`config.mk`:
```
export PLATFORM = sky130hd
export DESIGN_NAME = radix2_divider
export DESIGN_NICKNAME = d
export VERILOG_FILES = /design/src/rtl/div_pkg.sv /design/src/rtl/div_substep.sv /design/src/rtl/radix2_divider.sv
export SDC_FILE = /design/constraint.sdc
export NUM_CORES = 1
export LEC_CHECK = 0
export ABC_AREA = 1
export CAP_MARGIN = 20
export CELL_PAD_IN_SITES_DETAIL_PLACEMENT = 0
export CELL_PAD_IN_SITES_GLOBAL_PLACEMENT = 2
export CORE_MARGIN = 3
export CORE_UTILIZATION = 34
export CTS_CLUSTER_DIAMETER = 60
export CTS_CLUSTER_SIZE = 40
export DETAILED_ROUTE_END_ITERATION = 6
export HOLD_SLACK_MARGIN = 0.15
export PLACE_DENSITY_LB_ADDON = 0.1
export SETUP_SLACK_MARGIN = 0.1
export SLEW_MARGIN = 25
export SYNTH_ARGS = -nofsm -noshare
export SYNTH_HDL_FRONTEND = slang
export SYNTH_HIERARCHICAL = 1
export SYNTH_SLANG_ARGS = --single-unit
```
`constraint.sdc`:
```
create_clock -name clk -period 6.21 [get_ports clk]
set_clock_uncertainty 0.15 [all_clocks]
set_input_delay 0.621 -clock clk [delete_from_list [all_inputs] [get_ports clk]]
set_output_delay 0.621 -clock clk [all_outputs]
set_load 0.005 [all_outputs]
```
`src/rtl/div_pkg.sv`:
```
// rtl/div_pkg.sv - shared constants and FSM state type for the radix-2 divider
//
// Contents:
//   DIV_WIDTH    default operand/result width
//   DIV_CNT_W    iteration counter width for the default width
//   div_state_e  controller states IDLE, PREP, ITER, FIX
package div_pkg;

    localparam int DIV_WIDTH = 64;
    localparam int DIV_CNT_W = $clog2(DIV_WIDTH + 1);

    typedef enum logic [1:0] {
        IDLE = 2'd0,
        PREP = 2'd1,
        ITER = 2'd2,
        FIX  = 2'd3
    } div_state_e;

endpackage

```
`src/rtl/div_substep.sv`:
```
// rtl/div_substep.sv - one combinational non-restoring division iteration
//
// Ports:
//   p_i  [WIDTH:0]    partial remainder, two's complement
//   q_i  [WIDTH-1:0]  dividend bits still to shift in / quotient bits so far
//   d_i  [WIDTH-1:0]  divisor magnitude
//   p_o  [WIDTH:0]    next partial remainder
//   q_o  [WIDTH-1:0]  next quotient register, new bit in the LSB
module div_substep
    import div_pkg::*;
#(
    parameter int WIDTH = DIV_WIDTH
) (
    input  logic [WIDTH:0]   p_i,
    input  logic [WIDTH-1:0] q_i,
    input  logic [WIDTH-1:0] d_i,
    output logic [WIDTH:0]   p_o,
    output logic [WIDTH-1:0] q_o
);

    logic [WIDTH:0] p_shift;

    // The add/subtract choice uses the sign before the shift. The shift may
    // wrap for large divisors, but the sum lands back in [-D, D), which fits,
    // so modular arithmetic yields the exact partial remainder.
    assign p_shift = {p_i[WIDTH-1:0], q_i[WIDTH-1]};
    assign p_o     = p_i[WIDTH] ? (p_shift + {1'b0, d_i})
                                : (p_shift - {1'b0, d_i});
    assign q_o     = {q_i[WIDTH-2:0], ~p_o[WIDTH]};

endmodule

```
`src/rtl/radix2_divider.sv`:
```
// rtl/radix2_divider.sv - sequential non-restoring radix-2 divider, one quotient bit per clock
//
// Optional feature macro: DIVIDER_SIGNED_EN (two's-complement signed operands
// and results); when undefined the divider is unsigned only.
//
// Ports:
//   clk          rising-edge clock
//   rst_n        asynchronous active-low reset
//   start        request, sampled only while busy=0
//   dividend     numerator, captured on accepted start
//   divisor      denominator, captured on accepted start
//   busy         operation in progress
//   done         one-cycle pulse, results valid
//   quotient     result, held until overwritten by a later completion
//   remainder    result, held until overwritten by a later completion
//   div_by_zero  set with done when the divisor was zero
module radix2_divider
    import div_pkg::*;
#(
    parameter int WIDTH = DIV_WIDTH
) (
    input  logic             clk,
    input  logic             rst_n,
    input  logic             start,
    input  logic [WIDTH-1:0] dividend,
    input  logic [WIDTH-1:0] divisor,
    output logic             busy,
    output logic             done,
    output logic [WIDTH-1:0] quotient,
    output logic [WIDTH-1:0] remainder,
    output logic             div_by_zero
);

    localparam int CNT_W = $clog2(WIDTH + 1);
    localparam logic [CNT_W-1:0] LAST_ITER = CNT_W'(WIDTH - 1);

    div_state_e       state_q, state_d;
    logic [WIDTH:0]   p_q, p_d;
    logic [WIDTH-1:0] q_q, q_d;
    logic [WIDTH-1:0] d_q, d_d;
    logic [CNT_W-1:0] cnt_q, cnt_d;
    logic             busy_q, busy_d;
    logic             done_q, done_d;
    logic             dz_q, dz_d;
    logic [WIDTH-1:0] quo_q, quo_d;
    logic [WIDTH-1:0] rem_q, rem_d;
`ifdef DIVIDER_SIGNED_EN
    // negq: quotient must be negated; negr: dividend was negative.
    // Their XOR recovers the divisor sign, so it needs no register of its own.
    logic             negq_q, negq_d;
    logic             negr_q, negr_d;
`endif

    logic [WIDTH:0]   step_p;
    logic [WIDTH-1:0] step_q;
    logic [WIDTH-1:0] rem_fix;

    div_substep #(
        .WIDTH(WIDTH)
    ) u_substep (
        .p_i(p_q),
        .q_i(q_q),
        .d_i(d_q),
        .p_o(step_p),
        .q_o(step_q)
    );

    // Final remainder correction; the corrected value lies in [0, D) so the
    // low WIDTH bits are the whole answer.
    assign rem_fix = p_q[WIDTH] ? (p_q[WIDTH-1:0] + d_q) : p_q[WIDTH-1:0];

    always_comb begin
        state_d = state_q;
        p_d     = p_q;
        q_d     = q_q;
        d_d     = d_q;
        cnt_d   = cnt_q;
        busy_d  = busy_q;
        done_d  = 1'b0;
        dz_d    = dz_q;
        quo_d   = quo_q;
        rem_d   = rem_q;
`ifdef DIVIDER_SIGNED_EN
        negq_d  = negq_q;
        negr_d  = negr_q;
`endif
        case (state_q)
            IDLE: begin
                if (start) begin
                    q_d     = dividend;
                    d_d     = divisor;
                    busy_d  = 1'b1;
                    dz_d    = 1'b0;
`ifdef DIVIDER_SIGNED_EN
                    negq_d  = dividend[WIDTH-1] ^ divisor[WIDTH-1];
                    negr_d  = dividend[WIDTH-1];
`endif
                    state_d = PREP;
                end
            end
            PREP: begin
                if (d_q == '0) begin
                    // q_q still holds the raw dividend here.
                    quo_d   = '1;
                    rem_d   = q_q;
                    dz_d    = 1'b1;
                    done_d  = 1'b1;
                    busy_d  = 1'b0;
                    state_d = IDLE;
                end else begin
`ifdef DIVIDER_SIGNED_EN
                    q_d     = negr_q ? (-q_q) : q_q;
                    d_d     = (negq_q ^ negr_q) ? (-d_q) : d_q;
`endif
                    p_d     = '0;
                    cnt_d   = '0;
                    state_d = ITER;
                end
            end
            ITER: begin
                p_d   = step_p;
                q_d   = step_q;
                cnt_d = cnt_q + CNT_W'(1);
                if (cnt_q == LAST_ITER) begin
                    state_d = FIX;
                end
            end
            FIX: begin
`ifdef DIVIDER_SIGNED_EN
                // The most-negative / -1 case wraps naturally through the negation.
                quo_d = negq_q ? (-q_q) : q_q;
                rem_d = negr_q ? (-rem_fix) : rem_fix;
`else
                quo_d = q_q;
                rem_d = rem_fix;
`endif
                done_d  = 1'b1;
                busy_d  = 1'b0;
                state_d = IDLE;
            end
            default: begin
                state_d = IDLE;
            end
        endcase
    end

    always_ff @(posedge clk or negedge rst_n) begin
        if (!rst_n) begin
            state_q <= IDLE;
            p_q     <= '0;
            q_q     <= '0;
            d_q     <= '0;
            cnt_q   <= '0;
            busy_q  <= 1'b0;
            done_q  <= 1'b0;
            dz_q    <= 1'b0;
            quo_q   <= '0;
            rem_q   <= '0;
`ifdef DIVIDER_SIGNED_EN
            negq_q  <= 1'b0;
            negr_q  <= 1'b0;
`endif
        end else begin
            state_q <= state_d;
            p_q     <= p_d;
            q_q     <= q_d;
            d_q     <= d_d;
            cnt_q   <= cnt_d;
            busy_q  <= busy_d;
            done_q  <= done_d;
            dz_q    <= dz_d;
            quo_q   <= quo_d;
            rem_q   <= rem_d;
`ifdef DIVIDER_SIGNED_EN
            negq_q  <= negq_d;
            negr_q  <= negr_d;
`endif
        end
    end

    assign busy        = busy_q;
    assign done        = done_q;
    assign quotient    = quo_q;
    assign remainder   = rem_q;
    assign div_by_zero = dz_q;

endmodule

```
==> reports/summary.log <==
INFO  detailed_routing post_drt_via_cell_ratio=4.926
INFO  floorplan      io_pins=262
INFO  layout         filler_cells=9321
INFO  setup_path     crit_end_category=flip-flop
INFO  sta            worstMarginPinSlew=1.094ns
INFO  setup_path     slowest_delay=0.55ns
INFO  sta            grt_setup_unrepaired=false
INFO  layout         nets=5166
INFO  detailed_routing drt-initial-drc-count=2253
INFO  global_route   globalRouteOverflowTotal=0
INFO  setup_path     worst_ep_required_time=6.50ns
INFO  setup_path     slowest_stage=sky130_fd_sc_hd__nor3_1
INFO  global_route   grt_antenna_before_repair=1
INFO  clock_tree     cts.reportedPaths.clkPinSlew=0.07ns
INFO  min_path       min_path_cells=2
INFO  sta            relSlewSlack=0.2709
INFO  sta            totalNegativeSetupSlack=0ns
INFO  setup_path     critical_path.top_delay_family=simple AND/OR/NAND/NOR gates
INFO  place          place.detailed.instances=5987
INFO  clock_tree     number_of_buffers_added_by_the_clock_tree_synthesis_step=43
INFO  global_route   grt_pass1_vias=29068
INFO  sta            final_min_period_over_clock_period=0.7993
INFO  setup_path     timing.critical_path.mode_cell=sky130_fd_sc_hd__nand2_1
INFO  setup_path     critPathLaunchType=flip-flop
INFO  clock_tree     number_of_buffers_inserted_by_post_cts_setup_repair=0
INFO  floorplan      num_rows=106
INFO  setup_path     timing.setup.critical_path_class=reg -> reg
INFO  setup_path     cp_num_cells=21
INFO  run_status     outcome=finished clean
INFO  setup_path     critPathCapture=q_q[0]$_DFFE_PN0P_
INFO  sta            timing_hold_violations_final=0
INFO  synth          synth_cells=4762
INFO  pwr            power.leakage=17.59nW
INFO  pwr            vdd.ir_drop.worst=310.5µV
INFO  clock_tree     cts.sink_count=333
INFO  min_path       timing.hold.worst.class=reg -> reg
INFO  setup_path     ff2ff_path_depth=21
INFO  place          placement.io_buffers=261
INFO  setup_path     worst_ep_arrival_time=5.25ns
INFO  floorplan      core_region_area=84220µm²
INFO  setup_path     regToRegSetupSlack=1.25ns
INFO  pwr            pwr_density_cell=612.9nW/µm²
INFO  setup_path     timing.rr.end=q_q[0]$_DFFE_PN0P_
INFO  detailed_routing vias=29885
INFO  synth          mappedNetlistArea=29110µm²
INFO  sta            finalCriticalPeriod=4.964ns
INFO  global_route   grt.total_usage=0.2808
INFO  synth          synth_fp_nets=5029
INFO  clock_tree     cts_tree=built
INFO  clock_tree     htreeDepth=2
INFO  sta            clock.fmax=0.2015GHz
INFO  global_route   largest_net_degree_at_the_start_of_global_routing=140
INFO  detailed_routing routed_wire_length_per_instance=21.06µm
INFO  detailed_routing remaining_number_of_nets_flagged_by_the_antenna_check_after_routing=0
INFO  sta            timing.final.setup_violations=0
INFO  synth          yosys.cell_types.count=48
INFO  synth          syn-mean-instance-area=6.112µm²
INFO  detailed_routing drt-total-wl=127800µm
INFO  synth          synthesis.yosys.warnings=6
INFO  layout         stdcell_count=6067
INFO  floorplan      die-width=298.6µm
INFO  layout         drive_gt1_frac=0.05170
INFO  detailed_routing detailedRoute.firstPassIterationCount=6
INFO  floorplan      die_h=298.6µm
INFO  synth          synth_sequential_area_ratio=0.2863
INFO  clock_tree     clock_tree.buffer_depth=3
INFO  clock_tree     clk_latency=0.59ns
INFO  global_route   grt_pass1_wl=188200µm
INFO  layout         area_growth=16.46%
INFO  detailed_routing remaining_drc_errors=0
INFO  place          gp_congestion=0.9699
INFO  setup_path     reg2reg_from=d_q[43]$_DFFE_PN0P_
INFO  sta            final-max-slew-violation-count=0
INFO  place          detailed_place_hpwl=104000µm
INFO  setup_path     crit_buf_inv=1
INFO  setup_path     crit_path_start=d_q[43]$_DFFE_PN0P_
INFO  setup_path     critical_path.cell_chain=nor2_1, nand2_1, nor2_1, nand2_1, nor3_1, nand2_1, nand3b_1, nand2_1, ha_1, nand2_1, inv_1, nand3_1, nor2_1, nor2_1, nand2_1, a21oi_1, nand2_1, nand2_1, nand2_1, nand2_1, a31oi_1
INFO  floorplan      initial_utilization=0.3456
INFO  setup_path     path_max_fanout=6
INFO  flow_run       max_cap_viol_count=0
INFO  clock_tree     clk_root_buffer_cell=sky130_fd_sc_hd__clkbuf_16
INFO  synth          post_synthesis_sequential_element_count=333
INFO  floorplan      floorplan.die_area=89160µm²
-- flip-flops by register name, indices dropped and copies added, names as in the netlist, named ones only --
signal       count
busy             1
cnt_q            7
d_q             64
div_by_zero      1
done             1
p_q             65
q_q             64
quotient        64
remainder       64
state_q          1
-- cell usage after synthesis, drive strengths merged --
cell,instances,area [µm²]
o211ai,5,37.54
o22ai,1,6.260
buf,126,797.0
nor4,5,37.53
nor3b,1,7.510
dfrtp,333,8333
xor2,92,805.8
o31ai,2,15.01
nor2,597,2355
nand3b,2,15.01
or2,5,31.28
ha,134,1677
nand2,1651,6280
a22oi,1,7.510
mux2,64,720.7
fa,2,40.04
nand3,245,1256
xnor2,16,140.1
inv,786,2950
clkinv,2,7.510
nand4,35,234.0
a21oi,285,1441
clkbuf,63,236.5
a31oi,66,412.9
and3,2,12.51
o21ai,198,1006
o21bai,3,22.52
nor2b,1,6.260
nor3,39,215.2
-- metal layers --
metal / GRT usage / share of wire / up-vias / wire length [µm]
met5: 0 / 0.00010 / - / 13
met2: 0.4331 / 0.43 / 769 / 54710
met1: 0.4105 / 0.49 / 14011 / 62460
li1: - / - / 14962 / -
met3: 0.03661 / 0.054 / 141 / 6876
met4: 0.07609 / 0.029 / 2 / 3693
-- area by class of cell --
| cell class | instances | area (µm²) | area share |
|---|---|---|---|
| Antenna cell | 1 | 2.502 | 0.00007382 |
| Clock buffer | 49 | 1171 | 0.03455 |
| Clock inverter | 29 | 355.3 | 0.01048 |
| Inverter | 788 | 2963 | 0.08741 |
| Multi-Input combinational cell | 3452 | 16830 | 0.4966 |
| Sequential cell | 333 | 8334 | 0.2459 |
| Tap cell | 1134 | 1419 | 0.04186 |
| Timing Repair Buffer | 281 | 2820 | 0.08320 |
-- cell usage in the layout (no fill, tap or decap), types with 4 or more instances in the layout --
master,n
sky130_fd_sc_hd__nor4_1,4
sky130_fd_sc_hd__nand4_1,34
sky130_fd_sc_hd__nor2_1,569
sky130_fd_sc_hd__inv_6,7
sky130_fd_sc_hd__o21ai_0,76
sky130_fd_sc_hd__xnor2_1,16
sky130_fd_sc_hd__dfrtp_1,332
sky130_fd_sc_hd__nand2_4,5
sky130_fd_sc_hd__buf_4,15
sky130_fd_sc_hd__a31oi_1,66
sky130_fd_sc_hd__ha_1,133
sky130_fd_sc_hd__clkinv_4,4
sky130_fd_sc_hd__nor3_2,4
sky130_fd_sc_hd__nand2_1,1625
sky130_fd_sc_hd__nand3_2,7
sky130_fd_sc_hd__nor3_1,35
sky130_fd_sc_hd__a21oi_1,283
sky130_fd_sc_hd__o211ai_1,5
sky130_fd_sc_hd__nand3_1,238
sky130_fd_sc_hd__nand2_2,20
sky130_fd_sc_hd__xor2_1,92
sky130_fd_sc_hd__buf_12,4
sky130_fd_sc_hd__or2_2,4
sky130_fd_sc_hd__nor2_4,6
sky130_fd_sc_hd__o21ai_1,119
sky130_fd_sc_hd__clkbuf_16,45
sky130_fd_sc_hd__nor2_2,21
sky130_fd_sc_hd__inv_1,770
sky130_fd_sc_hd__inv_8,8
sky130_fd_sc_hd__inv_2,15
sky130_fd_sc_hd__clkdlybuf4s50_1,260
sky130_fd_sc_hd__mux2_2,64
-- tightest hold or removal path: stages (launching register included) --
cell and delay, ns:
sky130_fd_sc_hd__dfrtp_1 0.35, sky130_fd_sc_hd__nand2_1 0.05, sky130_fd_sc_hd__o21ai_1 0.06
-- repair_timing --
action / 4_1_cts / 5_1_grt
hold endpoints to repair: 59 / 0
resized for setup: 0 / 0
hold buffers: 1 / 0
-- stage by stage --
stage          setup slack (ns)  power (mW)  area [µm²]  utilization  hold WS [ns]
4_1_cts                   1.269       20.77       33900       0.4025        0.3482
3_5_place_dp              1.272       17.91       32360       0.3842        0.3282
6_report                  1.246       20.78       33900       0.4025        0.3419
2_1_floorplan             3.011       12.99       29110            -        0.1754
5_1_grt                   1.102       22.63       33900       0.4025        0.3651
3_3_place_gp              1.232       17.98       32360       0.3842        0.3278
-- logic make-up (layout without fill, tap and decap cells) --
kind of cell / Yosys count / count (layout) / share of synthesized area
flops: 333 / 333 / 0.2863
fa+ha+maj: 136 / 136 / 0.05898
simple gates: 2583 / 2583 / 0.3590
other cells: 0 / 1 / 0
mux: 64 / 64 / 0.02476
buf+inv: 977 / 1147 / 0.1371
compound gates: 561 / 561 / 0.1013
xor+xnor: 108 / 108 / 0.03250
-- worst min-delay path by stage --
stage | start | endpoint | slack [ns]
2_1_floorplan | rst_n | asynchronous set/reset pin | 0.18
3_3_place_gp | quotient[52]$_DFFE_PN0P_ | quotient[52]$_DFFE_PN0P_ | 0.33
3_5_place_dp | quotient[36]$_DFFE_PN0P_ | quotient[36]$_DFFE_PN0P_ | 0.33
4_1_cts | quotient[48]$_DFFE_PN0P_ | quotient[48]$_DFFE_PN0P_ | 0.35
5_1_grt | quotient[5]$_DFFE_PN0P_ | quotient[5]$_DFFE_PN0P_ | 0.37
6_report | quotient[3]$_DFFE_PN0P_ | quotient[3]$_DFFE_PN0P_ | 0.34
-- where the power goes --
part	leakage (nW)	total (mW)	switching, mW	internal (mW)
registers	3.87	4.56	1.38	3.19
clock network	0.752	2.72	1.18	1.54
logic	13.0	13.5	8.99	4.51
Power figures use the tool's default switching activity.
